File: src/rtl/cpu_int_seq_if.sv
`default_nettype none
// ============================================================================
// Module      : cpu_int_seq_if
// Description : Bus/handshake bundle between the NES CPU control unit
//               (master) and the interrupt/reset sequencer (slave).
// Revision    : 1.0 - initial release
// ============================================================================
interface cpu_int_seq_if;
    // Control unit -> sequencer
    logic        rdy;
    logic        instr_boundary;
    logic        brk_req;
    logic        nmi_n;
    logic        irq_n;
    logic [7:0]  status_in;
    logic [15:0] pc_in;
    logic [7:0]  sp_in;
    logic [7:0]  data_in;

    // Sequencer -> control unit / bus
    logic        busy;
    logic [15:0] addr;
    logic [7:0]  data_out;
    logic        we;
    logic [7:0]  sp_out;
    logic        sp_load;
    logic [15:0] pc_out;
    logic        pc_load;
    logic        set_i;

    modport master (
        output rdy, instr_boundary, brk_req, nmi_n, irq_n,
               status_in, pc_in, sp_in, data_in,
        input  busy, addr, data_out, we, sp_out, sp_load,
               pc_out, pc_load, set_i
    );

    modport slave (
        input  rdy, instr_boundary, brk_req, nmi_n, irq_n,
               status_in, pc_in, sp_in, data_in,
        output busy, addr, data_out, we, sp_out, sp_load,
               pc_out, pc_load, set_i
    );
endinterface
`default_nettype wire

File: src/rtl/cpu_int_seq.sv
`default_nettype none
// ============================================================================
// Module      : cpu_int_seq
// Description : 6502 RESET/NMI/IRQ/BRK sequencer. Runs the 7-cycle
//               push-PC/push-P/fetch-vector sequence and hands the vector
//               back to the control unit as a one-cycle PC load.
// Revision    : 1.0 - initial release
// ============================================================================
module cpu_int_seq #(
    parameter logic [15:0] VEC_NMI = 16'hFFFA,
    parameter logic [15:0] VEC_RST = 16'hFFFC,
    parameter logic [15:0] VEC_IRQ = 16'hFFFE
) (
    input  wire logic    clk,
    input  wire logic    reset,
    cpu_int_seq_if.slave bus
);

    typedef enum logic [2:0] {
        S_IDLE  = 3'd0,
        S_DUMMY = 3'd1,
        S_PCH   = 3'd2,
        S_PCL   = 3'd3,
        S_PUSHP = 3'd4,
        S_VLO   = 3'd5,
        S_VHI   = 3'd6,
        S_DONE  = 3'd7
    } state_t;

    typedef enum logic [1:0] {
        SRC_RESET = 2'd0,
        SRC_NMI   = 2'd1,
        SRC_IRQ   = 2'd2,
        SRC_BRK   = 2'd3
    } src_t;

    state_t      r_state;
    state_t      w_state_nxt;
    src_t        r_src;
    src_t        w_src_sel;

    logic        r_nmi_prev;
    logic        r_nmi_pending;

    logic [15:0] r_pc;
    logic [7:0]  r_p;
    logic [7:0]  r_sp;
    logic [7:0]  r_lo;
    logic [7:0]  r_hi;
    logic [15:0] r_vec;

    logic        w_nmi_edge;
    logic        w_irq_req;
    logic        w_any_req;
    logic        w_accept;
    logic        w_nmi_take;
    logic [15:0] w_vec;
    logic [7:0]  w_push_p;
    logic [7:0]  w_sp_dec;
    logic        w_push_we;

    // Request decode, priority arbitration and vector selection
    always_comb begin
        w_nmi_edge = r_nmi_prev & ~bus.nmi_n;
        w_irq_req  = ~bus.irq_n & ~bus.status_in[2];
        w_any_req  = r_nmi_pending | w_irq_req | bus.brk_req;
        w_accept   = (r_state == S_IDLE) & bus.instr_boundary & bus.rdy & w_any_req;

        // An NMI already pending beats IRQ; an edge in the accept cycle is
        // not pending yet and gets picked up by the hijack at VLO instead.
        if (r_nmi_pending) begin
            w_src_sel = SRC_NMI;
        end else if (w_irq_req) begin
            w_src_sel = SRC_IRQ;
        end else begin
            w_src_sel = SRC_BRK;
        end

        // IRQ/BRK get redirected to the NMI vector if an NMI arrived
        // mid-sequence; the pushed B bit keeps reflecting the original source.
        case (r_src)
            SRC_RESET: w_vec = VEC_RST;
            SRC_NMI:   w_vec = VEC_NMI;
            default:   w_vec = r_nmi_pending ? VEC_NMI : VEC_IRQ;
        endcase

        w_nmi_take = (r_state == S_VLO) & bus.rdy & (r_src != SRC_RESET) &
                     ((r_src == SRC_NMI) | r_nmi_pending);

        w_push_p  = {r_p[7:6], 1'b1, (r_src == SRC_BRK), r_p[3:0]};
        w_sp_dec  = r_sp - 8'd1;
        w_push_we = (r_src != SRC_RESET);
    end

    // State register; reset forces the reset sequence to start at DUMMY
    always_ff @(posedge clk or posedge reset) begin
        if (reset) begin
            r_state <= S_DUMMY;
        end else begin
            r_state <= w_state_nxt;
        end
    end

    // Next-state and bus outputs; rdy=0 stalls and masks all strobes
    always_comb begin
        w_state_nxt  = r_state;
        bus.busy     = (r_state != S_IDLE) | w_accept;
        bus.addr     = 16'h0000;
        bus.data_out = 8'h00;
        bus.we       = 1'b0;
        bus.sp_out   = bus.sp_in;
        bus.sp_load  = 1'b0;
        bus.pc_out   = 16'h0000;
        bus.pc_load  = 1'b0;
        bus.set_i    = 1'b0;

        case (r_state)
            S_IDLE: begin
                if (w_accept) begin
                    w_state_nxt = S_DUMMY;
                end
            end
            S_DUMMY: begin
                bus.addr    = bus.pc_in;
                w_state_nxt = S_PCH;
            end
            S_PCH: begin
                bus.addr     = {8'h01, r_sp};
                bus.data_out = r_pc[15:8];
                bus.we       = w_push_we;
                bus.sp_out   = w_sp_dec;
                bus.sp_load  = 1'b1;
                w_state_nxt  = S_PCL;
            end
            S_PCL: begin
                bus.addr     = {8'h01, r_sp};
                bus.data_out = r_pc[7:0];
                bus.we       = w_push_we;
                bus.sp_out   = w_sp_dec;
                bus.sp_load  = 1'b1;
                w_state_nxt  = S_PUSHP;
            end
            S_PUSHP: begin
                bus.addr     = {8'h01, r_sp};
                bus.data_out = w_push_p;
                bus.we       = w_push_we;
                bus.sp_out   = w_sp_dec;
                bus.sp_load  = 1'b1;
                w_state_nxt  = S_VLO;
            end
            S_VLO: begin
                bus.addr    = w_vec;
                bus.set_i   = 1'b1;
                w_state_nxt = S_VHI;
            end
            S_VHI: begin
                bus.addr    = r_vec + 16'd1;
                w_state_nxt = S_DONE;
            end
            S_DONE: begin
                bus.pc_out  = {r_hi, r_lo};
                bus.pc_load = 1'b1;
                w_state_nxt = S_IDLE;
            end
            default: begin
                w_state_nxt = S_IDLE;
            end
        endcase

        if (!bus.rdy) begin
            w_state_nxt = r_state;
            bus.we      = 1'b0;
            bus.sp_load = 1'b0;
            bus.pc_load = 1'b0;
            bus.set_i   = 1'b0;
        end

        // Reset is asynchronous, so the bus must go quiet the moment it rises
        if (reset) begin
            bus.busy     = 1'b1;
            bus.addr     = 16'h0000;
            bus.data_out = 8'h00;
            bus.we       = 1'b0;
            bus.sp_out   = bus.sp_in;
            bus.sp_load  = 1'b0;
            bus.pc_out   = 16'h0000;
            bus.pc_load  = 1'b0;
            bus.set_i    = 1'b0;
        end
    end

    // NMI falling-edge detector with pending flag; clear and re-arm can coincide
    always_ff @(posedge clk or posedge reset) begin
        if (reset) begin
            r_nmi_prev    <= 1'b1;
            r_nmi_pending <= 1'b0;
        end else if (bus.rdy) begin
            r_nmi_prev    <= bus.nmi_n;
            r_nmi_pending <= w_nmi_edge | (r_nmi_pending & ~w_nmi_take);
        end
    end

    // Sequence datapath: source latch, snapshot of PC/P/SP, vector capture
    always_ff @(posedge clk or posedge reset) begin
        if (reset) begin
            r_src <= SRC_RESET;
            r_pc  <= 16'h0000;
            r_p   <= 8'h00;
            r_sp  <= 8'h00;
            r_lo  <= 8'h00;
            r_hi  <= 8'h00;
            r_vec <= 16'h0000;
        end else if (bus.rdy) begin
            case (r_state)
                S_IDLE: begin
                    if (w_accept) begin
                        r_src <= w_src_sel;
                    end
                end
                S_DUMMY: begin
                    r_pc <= bus.pc_in;
                    r_p  <= bus.status_in;
                    r_sp <= bus.sp_in;
                end
                S_PCH, S_PCL, S_PUSHP: begin
                    r_sp <= w_sp_dec;
                end
                S_VLO: begin
                    r_lo  <= bus.data_in;
                    r_vec <= w_vec;
                end
                S_VHI: begin
                    r_hi <= bus.data_in;
                end
                default: begin
                end
            endcase
        end
    end

endmodule
`default_nettype wire

File: src/flat_wrapper.sv
// flat-port wrapper written by rule: the top's interface ports become plain ports
module cpu_int_seq_flat 
#(
    parameter logic [15:0] VEC_NMI = 16'hFFFA,
    parameter logic [15:0] VEC_RST = 16'hFFFC,
    parameter logic [15:0] VEC_IRQ = 16'hFFFE
)
  (clk, reset, bus_rdy, bus_instr_boundary, bus_brk_req, bus_nmi_n, bus_irq_n, bus_status_in, bus_pc_in, bus_sp_in, bus_data_in, bus_busy, bus_addr, bus_data_out, bus_we, bus_sp_out, bus_sp_load, bus_pc_out, bus_pc_load, bus_set_i);
  cpu_int_seq_if bus_i ();
  input  wire logic clk;
  input  wire logic reset;
  input wire logic [$bits(bus_i.rdy)-1:0] bus_rdy;
  input wire logic [$bits(bus_i.instr_boundary)-1:0] bus_instr_boundary;
  input wire logic [$bits(bus_i.brk_req)-1:0] bus_brk_req;
  input wire logic [$bits(bus_i.nmi_n)-1:0] bus_nmi_n;
  input wire logic [$bits(bus_i.irq_n)-1:0] bus_irq_n;
  input wire logic [$bits(bus_i.status_in)-1:0] bus_status_in;
  input wire logic [$bits(bus_i.pc_in)-1:0] bus_pc_in;
  input wire logic [$bits(bus_i.sp_in)-1:0] bus_sp_in;
  input wire logic [$bits(bus_i.data_in)-1:0] bus_data_in;
  output wire logic [$bits(bus_i.busy)-1:0] bus_busy;
  output wire logic [$bits(bus_i.addr)-1:0] bus_addr;
  output wire logic [$bits(bus_i.data_out)-1:0] bus_data_out;
  output wire logic [$bits(bus_i.we)-1:0] bus_we;
  output wire logic [$bits(bus_i.sp_out)-1:0] bus_sp_out;
  output wire logic [$bits(bus_i.sp_load)-1:0] bus_sp_load;
  output wire logic [$bits(bus_i.pc_out)-1:0] bus_pc_out;
  output wire logic [$bits(bus_i.pc_load)-1:0] bus_pc_load;
  output wire logic [$bits(bus_i.set_i)-1:0] bus_set_i;
  assign bus_i.rdy = bus_rdy;
  assign bus_i.instr_boundary = bus_instr_boundary;
  assign bus_i.brk_req = bus_brk_req;
  assign bus_i.nmi_n = bus_nmi_n;
  assign bus_i.irq_n = bus_irq_n;
  assign bus_i.status_in = bus_status_in;
  assign bus_i.pc_in = bus_pc_in;
  assign bus_i.sp_in = bus_sp_in;
  assign bus_i.data_in = bus_data_in;
  assign bus_busy = bus_i.busy;
  assign bus_addr = bus_i.addr;
  assign bus_data_out = bus_i.data_out;
  assign bus_we = bus_i.we;
  assign bus_sp_out = bus_i.sp_out;
  assign bus_sp_load = bus_i.sp_load;
  assign bus_pc_out = bus_i.pc_out;
  assign bus_pc_load = bus_i.pc_load;
  assign bus_set_i = bus_i.set_i;
  cpu_int_seq #(.VEC_NMI(VEC_NMI), .VEC_RST(VEC_RST), .VEC_IRQ(VEC_IRQ)) u_core (.clk(clk), .reset(reset), .bus(bus_i));
endmodule
File: config.mk
export PLATFORM = sky130hd
export DESIGN_NAME = cpu_int_seq_flat
export DESIGN_NICKNAME = d
export VERILOG_FILES = /design/src/rtl/cpu_int_seq_if.sv /design/src/rtl/cpu_int_seq.sv /design/src/flat_wrapper.sv
export SDC_FILE = /design/constraint.sdc
export NUM_CORES = 1
export LEC_CHECK = 0
export BUFFER_PORTS_ARGS = -buffer_cell sky130_fd_sc_hd__buf_2
export CAP_MARGIN = 10
export CORE_UTILIZATION = 45
export DETAILED_ROUTE_END_ITERATION = 10
export MAX_ROUTING_LAYER = met4
export PLACE_DENSITY = 0.79
export SETUP_SLACK_MARGIN = 0.15
export SLEW_MARGIN = 20
export SYNTH_ARGS = -nofsm -noshare
export SYNTH_HDL_FRONTEND = slang
export SYNTH_SLANG_ARGS = --single-unit
File: constraint.sdc
create_clock -name clk -period 6.8 [get_ports clk]
set_clock_uncertainty 0.1 [all_clocks]
set_input_delay 0.68 -clock clk [delete_from_list [all_inputs] [get_ports clk]]
set_output_delay 0.68 -clock clk [all_outputs]
set_load 0.1 [all_outputs]
==> results of run 1 <==
-- cell families (layout without fill, tap and decap cells) --
| group | count (synthesis) | count (layout) | synth area share (%) |
|---|---|---|---|
| multiplexers | 50 | 50 | 16.8 |
| flip-flops | 56 | 56 | 42.6 |
| adder cells (fa/ha/maj) | 1 | 1 | 0.380 |
| AO/OA/AOI/OAI | 77 | 77 | 14.9 |
| AND/OR/NAND/NOR | 106 | 106 | 17.5 |
| buffers and inverters | 39 | 119 | 5.66 |
| XOR/XNOR | 8 | 8 | 2.13 |
-- metrics by stage --
step | std cells | setup slack (ps)
4_1_cts | 513 | 2970
2_1_floorplan | 337 | 1610
3_3_place_gp | 505 | 3060
6_report | 513 | 3010
5_1_grt | 513 | 2760
3_5_place_dp | 505 | 3010
-- path summary, 6_finish.rpt --
check                                              start                            end  slack [ps]  cells past startpoint
min in group asynchronous                          reset    u_core.r_pc[12]$_DFFE_PP0P_         390                      2
min                         u_core.r_vec[14]$_DFFE_PP0N_   u_core.r_vec[14]$_DFFE_PP0N_         370                      1
max                        u_core.r_state[0]$_DFFE_PP1P_                    bus_addr[4]        3010                      5
max in group asynchronous                          reset  u_core.r_nmi_prev$_DFFE_PP1P_        5370                      3
min reg2reg                 u_core.r_vec[14]$_DFFE_PP0N_   u_core.r_vec[14]$_DFFE_PP0N_         370                      1
max reg2reg                u_core.r_state[0]$_DFFE_PP1P_     u_core.r_sp[5]$_DFFE_PP0P_        4420                      4
-- sequential cells by signal, summed over array words and instances (netlist names) --
name,flops
u_core.r_hi,8
u_core.r_lo,8
u_core.r_nmi_pending,1
u_core.r_nmi_prev,1
u_core.r_p,6
u_core.r_pc,16
u_core.r_sp,8
u_core.r_src,2
u_core.r_state,3
u_core.r_vec,3
-- cells in the mapped netlist, types with 3 or more instances --
cell type and count:
mux2_2 30, o21ai_0 14, dfrtp_1 54, mux2i_1 7
o21a_1 3, nor2_1 26, nand2_1 16, inv_1 12
nand3_1 13, buf_2 14, and2_1 24, a21oi_1 25
or3_1 4, nor2b_1 3, o21ai_1 4, a22oi_1 14
nand2b_1 4, xnor2_1 7, clkbuf_1 9, mux2_1 13
-- final cells by class --
class                           instances  area, um^2
Clock buffer                            5        68.8
Clock inverter                          3        22.5
Fill cell                             620        3080
Inverter                               12        45.0
Multi-Input combinational cell        242        1700
Sequential cell                        56        1400
Tap cell                               96         120
Timing Repair Buffer                   99         500
-- routing by layer --
layer  up-vias  track usage (%)  wire [um]
met2        68             36.2       3940
met4         0             4.62         62
met5         -                -          0
met1      1352             28.3       3520
li1       1342                -          -
met3         4             3.02        315
==> impl_metrics.json, run 1 <==
{
  "yosysWarnings": 0,
  "cts_buffers": 5,
  "cts-root-buf": "clkbuf_8",
  "crit_slowest_cell": "dfstp_2",
  "synth_area_leaders": "dfrtp_1 (41%), mux2_2 (10%), and2_1 (4.6%), mux2_1 (4.4%), a21oi_1 (3.8%)",
  "grt_max_degree": 33,
  "clockBufferDepth": 2,
  "ys_ff_latch": 56,
  "syn_area_um2": 3290,
  "num_vias": 2766,
  "synthArstFlopShare_pct": 100,
  "path_cells": "nand2b_1 -> nor2_1 -> a22oi_1 -> a21oi_1 -> buf_2",
  "synth_fp_nets": 385,
  "synth_top_area_share_pct": 41.0,
  "critPathMaxFanout": 31,
  "drt_pass1_iterations": 4,
  "min_period_over_period_pct": 55.7,
  "drv_cap": 0,
  "arrival_ps": 3010,
  "finalHoldViolCount": 0,
  "grt_pass1_wl_mm": 12.6,
  "criticalPathCategory": "reg2out",
  "cts_setup_buffers": 0,
  "whs_ps": 374,
  "slowest_delay_ps": 850,
  "clk_pin_slew_ps": 100,
  "worstSetupEndpointType": "primary output",
  "rsz0062_at_grt": "no",
  "grt_pass1_vias": 2610,
  "dieArea_um2": 7670,
  "path_buf_inv": 1,
  "ctsHoldBuffers": 0,
  "placed_area_um2": 3770,
  "ios": 100,
  "relSlewSlack_pct": 30.8,
  "finalSetupViolCount": 0,
  "grt_use_total_pct": 21.7,
  "antenna_cells": 0,
  "initial_utilization_pct": 47.4,
  "maxSlewViolCount": 0,
  "wl_per_cell_um": 15.3,
  "final_common_cell": "buf_2",
  "yosysTopAreaCell": "dfrtp_1",
  "synth-edff-count": 0,
  "layout_common_cells": "buf_2 (97), dfrtp_1 (54), mux2_2 (30), nor2_1 (26), a21oi_1 (25)",
  "dpl.hpwl_mm": 5.70,
  "syn_to_final_growth_pct": 17.3,
  "die_w_um": 87.6,
  "wirelength_mm": 7.84,
  "dr.first_iter.drc_count": 139,
  "nets": 464,
  "antenna_left": 0,
  "synthCells": 337,
  "cts-resized-gates": 0,
  "synth-main-ff-cell": "dfrtp_1",
  "seq_area_frac_synth_pct": 42.6,
  "grt_overflow": 0,
  "fin_area_um2": 3860,
  "numPortBuffers": 97,
  "hold_path_class": "reg2reg",
  "clock_sinks": 56,
  "rows": 30,
  "fp.dieH_um": 87.6,
  "clk_latency_ps": 310,
  "fin_util_pct": 55.7,
  "cp_top_family": "simple AND/OR/NAND/NOR gates",
  "core-area_um2": 6940,
  "drive_above_1_share_pct": 35.3,
  "outcome": "complete, no violations",
  "cp_data_required_time_ps": 6020,
  "via_per_inst": 5.39,
  "cts_tree": "done",
  "worst_slew_pin_slew_ps": 1030,
  "gp_congestion": 0.823,
  "yosysUniqueCellTypes": 55,
  "cp-start-kind": "register",
  "fmax_mhz": 264,
  "finalWorstPathRequiredPeriod_ps": 3790,
  "postSynthAreaPerCell_um2": 9.78,
  "drcViolationCount": 0,
  "fin_tns_setup_ps": 0,
  "antenna_found_initial": 0,
  "h-tree-depth": 2
}
Power of run 1 is not shown: default switching activity piles up to over one toggle a cycle in this logic, so the estimate is an artifact.
==> run 2: changes to the inputs <==
==> constraint.sdc (replaced) <==
create_clock -name clk -period 4 [get_ports clk]
set_clock_uncertainty 0.1 [all_clocks]
set_input_delay 0.4 -clock clk [delete_from_list [all_inputs] [get_ports clk]]
set_output_delay 0.4 -clock clk [all_outputs]
set_load 0.1 [all_outputs]
==> impl_metrics.json, run 2 (synthesized netlist as in run 1, its figures left out) <==
{
  "cts-resized-gates": 0,
  "via_per_inst": 5.54,
  "worst-path-stages": 4,
  "initial_utilization_pct": 47.4,
  "grt_use_total_pct": 22.6,
  "clk_latency_ps": 310,
  "cts-root-buf": "clkbuf_8",
  "rows": 30,
  "grt_max_degree": 53,
  "path_buf_inv": 1,
  "ios": 100,
  "fmax_mhz": 283,
  "h-tree-depth": 2,
  "crit_slowest_cell": "dfrtp_1",
  "cp-start-kind": "register",
  "finalHoldViolCount": 0,
  "antenna_cells": 0,
  "drt_pass1_iterations": 8,
  "worstSetupEndpointType": "primary output",
  "criticalPathCategory": "reg2out",
  "finalSetupViolCount": 0,
  "dr.max_layer_used": "met4",
  "maxSlewViolCount": 0,
  "regToRegSetupSlack_ps": 1660,
  "violations": "design-rule violations",
  "cts_buffers": 5,
  "syn_to_final_growth_pct": 20.3,
  "grt_overflow": 0,
  "largest_register": "u_core.r_pc",
  "wl_met3_um": 431,
  "finalWorstPathRequiredPeriod_ps": 3540,
  "r2r_start": "u_core.r_state[2]$_DFFE_PP0P_",
  "drive_above_1_share_pct": 37.4,
  "worst_slew_pin_slew_ps": 893,
  "clockBufferDepth": 2,
  "fin_tns_setup_ps": 0,
  "cp_top_family": "flip-flops",
  "wirelength_mm": 8.11,
  "antenna_found_initial": 0,
  "outcome": "finished, violations left",
  "wl_met1_mm": 3.45,
  "grt_pass1_vias": 2724,
  "dr.first_iter.drc_count": 133,
  "dieArea_um2": 7670,
  "fin_area_um2": 3960,
  "num_vias": 2858,
  "nets": 467,
  "fp.dieH_um": 87.6,
  "die_w_um": 87.6,
  "cp_data_required_time_ps": 3500,
  "wl_per_cell_um": 15.7,
  "dpl.hpwl_mm": 5.77,
  "rsz0062_at_grt": "no",
  "drv_cap": 0,
  "critPathMaxFanout": 24,
  "drcViolationCount": 1,
  "cts_setup_buffers": 0,
  "cts_tree": "done",
  "cp-startpoint": "u_core.r_state[2]$_DFFE_PP0P_",
  "arrival_ps": 3040,
  "grt_pass1_wl_mm": 13.0,
  "layout_common_cells": "buf_2 (96), dfrtp_1 (54), mux2_2 (30), nor2_1 (26), and2_1 (24)",
  "core-area_um2": 6940,
  "min_period_over_period_pct": 88.5,
  "clk_pin_slew_ps": 90,
  "fillers": 631,
  "relSlewSlack_pct": 40.5,
  "gp_congestion": 0.835,
  "cp-endpoint": "bus_sp_out[0]",
  "reg2reg_to": "u_core.r_sp[6]$_DFFE_PP0P_",
  "placed_area_um2": 3830,
  "clock_sinks": 56,
  "final_common_cell": "buf_2",
  "numPortBuffers": 97,
  "antenna_left": 0,
  "r2r.worst_path.cells": 4,
  "hold_path_class": "in2reg",
  "largest_reg_flops": 16,
  "met2_length_mm": 4.05,
  "path_cells": "nor3b_2 -> o21a_1 -> mux2_2 -> buf_2",
  "slowest_delay_ps": 820
}
-- run 2: worst register-to-register path, cell delays in order (launching register included) --
cell	delay, ps
dfrtp_1	820
nor3b_2	420
or2_1	510
a21oi_1	140
o221a_2	270
-- run 2: layer usage --
layer,GRT usage (%),vias up
met5,-,-
met4,8.64,0
met3,3.58,18
met2,35.9,106
met1,29.3,1388
li1,-,1346
-- run 2: how the worst min path moves through the flow --
stage               cells after the start  slack, ps                                to                    startpoint
detailed placement                      2        260        u_core.r_sp[1]$_DFFE_PP0P_                         reset
global route                            2        210         u_core.r_p[6]$_DFFE_PP0P_              bus_status_in[6]
finish                                  2        200  u_core.r_nmi_pending$_DFFE_PP0P_                     bus_nmi_n
floorplan                               1        330      u_core.r_vec[14]$_DFFE_PP0N_  u_core.r_vec[14]$_DFFE_PP0N_
CTS                                     2        180  u_core.r_nmi_pending$_DFFE_PP0P_                     bus_nmi_n
global placement                        2        270        u_core.r_sp[0]$_DFFE_PP0P_                         reset
-- run 2: area by class of cell --
class | instances | area, um^2 | share of cell area, %
multi-input cells | 242 | 1730 | 43.7
inverters | 12 | 45.0 | 1.14
clock buffers | 6 | 82.6 | 2.08
flip-flops and latches | 56 | 1400 | 35.4
well taps | 96 | 120 | 3.03
repair buffers | 102 | 541 | 13.6
clock inverters | 2 | 38.8 | 0.979
-- run 2: metrics by stage --
stage	std cells	util, %	setup WS [ps]	hold WS [ps]
after floorplan	337	-	-257	325
after detailed placement	507	55.2	845	264
after CTS	516	57.1	511	182
after global placement	507	55.2	922	267
final	516	57.1	461	196
after global routing	516	57.1	289	212
-- run 2: repair_timing --
item                       in CTS  in global routing
hold buffers                    1                  0
setup endpoints to repair       0                  0
hold endpoints to repair        4                  0
Power of run 2 is left out for the same reason.
==> run 3: changes to the inputs <==
--- a/config.mk
+++ b/config.mk
@@ -5,12 +5,12 @@
 export SDC_FILE = /design/constraint.sdc
 export NUM_CORES = 1
 export LEC_CHECK = 0
-export BUFFER_PORTS_ARGS = -buffer_cell sky130_fd_sc_hd__buf_2
 export CAP_MARGIN = 10
 export CORE_UTILIZATION = 45
 export DETAILED_ROUTE_END_ITERATION = 10
+export DONT_BUFFER_PORTS = 1
 export MAX_ROUTING_LAYER = met4
-export PLACE_DENSITY = 0.79
+export PLACE_DENSITY = 0.68
 export SETUP_SLACK_MARGIN = 0.15
 export SLEW_MARGIN = 20
 export SYNTH_ARGS = -nofsm -noshare
==> impl_metrics.json, run 3 (synthesized netlist as in run 1, its figures left out) <==
{
  "wl_met3_um": 410,
  "path_buf_inv": 2,
  "num_vias": 2649,
  "wl_met1_mm": 3.59,
  "wirelength_mm": 8.26,
  "cts_tree": "done",
  "relSlewSlack_pct": 29.4,
  "finalWorstPathRequiredPeriod_ps": 3290,
  "worstHoldStart": "bus_rdy",
  "grt_use_total_pct": 23.1,
  "cts-resized-gates": 0,
  "r2r_start": "u_core.r_state[2]$_DFFE_PP0P_",
  "core-area_um2": 6940,
  "final_common_cell": "buf_4",
  "largest_reg_flops": 16,
  "finalHoldViolCount": 0,
  "dieArea_um2": 7670,
  "rsz0062_at_grt": "no",
  "dpl.hpwl_mm": 5.81,
  "antenna_cells": 0,
  "critPathMaxFanout": 24,
  "dr.max_layer_used": "met4",
  "criticalPathCategory": "reg2out",
  "clock_sinks": 56,
  "met2_length_mm": 4.14,
  "drcViolationCount": 0,
  "min_period_over_period_pct": 82.3,
  "grt_pass1_vias": 2580,
  "cts-root-buf": "clkbuf_8",
  "crit_slowest_cell": "dfrtp_1",
  "wl_per_cell_um": 17.5,
  "hold_path_class": "in2reg",
  "drt_pass1_iterations": 5,
  "finalSetupViolCount": 0,
  "grt_overflow": 0,
  "fp.dieH_um": 87.6,
  "clk_pin_slew_ps": 100,
  "cp_top_family": "flip-flops",
  "nets": 424,
  "grt_max_degree": 39,
  "clockBufferDepth": 2,
  "numPortBuffers": 0,
  "antenna_left": 0,
  "drive_above_1_share_pct": 35.3,
  "initial_utilization_pct": 47.4,
  "cts_buffers": 5,
  "fmax_mhz": 304,
  "arrival_ps": 2790,
  "cp-start-kind": "register",
  "slowest_delay_ps": 820,
  "path_cells": "nor3b_2 -> o21a_1 -> buf_4 -> nor2_1 -> a21oi_2 -> buf_4",
  "outcome": "complete, no violations",
  "cp-startpoint": "u_core.r_state[2]$_DFFE_PP0P_",
  "ios": 100,
  "dr.first_iter.drc_count": 184,
  "die_w_um": 87.6,
  "syn_to_final_growth_pct": 19.7,
  "cp_data_required_time_ps": 3500,
  "cp_common_cell": "buf_4",
  "antenna_found_initial": 0,
  "drv_cap": 0,
  "worst_slew_pin_slew_ps": 1060,
  "via_per_inst": 5.60,
  "grt_pass1_wl_mm": 13.1,
  "worstSetupEndpointType": "primary output",
  "clk_latency_ps": 310,
  "largest_register": "u_core.r_pc",
  "layout_common_cells": "buf_4 (57), dfrtp_1 (54), mux2_2 (30), and2_1 (24), nor2_1 (20)",
  "whs_ps": 65.2,
  "gp_congestion": 0.837,
  "h-tree-depth": 2,
  "rows": 30,
  "maxSlewViolCount": 0
}
run 3: metal layers:
metal	vias to the layer above	global-route usage, %
li1	1261	-
met1	1300	30.1
met2	79	37.9
met3	9	3.68
met4	0	5.96
met5	-	-
run 3: final timing paths:
check,to,slack [ps],cells past startpoint
min in group asynchronous,u_core.r_pc[0]$_DFFE_PP0P_,460,2
setup reg to reg,u_core.r_sp[5]$_DFFE_PP0P_,1620,5
hold / removal,u_core.r_state[0]$_DFFE_PP1P_,70,1
max in group asynchronous,u_core.r_state[0]$_DFFE_PP1P_,2420,3
hold reg to reg,u_core.r_vec[14]$_DFFE_PP0N_,380,1
setup / recovery,bus_sp_out[2],710,6
run 3: final cells by class:
| class | count | area (um^2) |
|---|---|---|
| well taps | 96 | 120 |
| clock inverters | 3 | 47.5 |
| clock buffers | 5 | 68.8 |
| inverters | 12 | 45.0 |
| fillers | 610 | 3000 |
| multi-input cells | 242 | 1800 |
| flip-flops and latches | 56 | 1400 |
| repair buffers | 59 | 458 |
run 3: what timing repair did:
action	in CTS	in global routing
buffers inserted	0	0
endpoints found under the hold margin	18	0
hold buffers	1	0
run 3: metrics by stage:
step,worst slack (ps),cell area [um^2],utilization (%),std cells,TNS [ps]
final,708,3940,56.8,473,0
after global routing,542,3940,56.8,473,0
after global placement,1130,3820,55.0,464,0
after detailed placement,1100,3820,55.0,464,0
after floorplan,-257,3320,-,337,-2820
after CTS,749,3940,56.8,473,0
Power of run 3 is left out for the same reason.
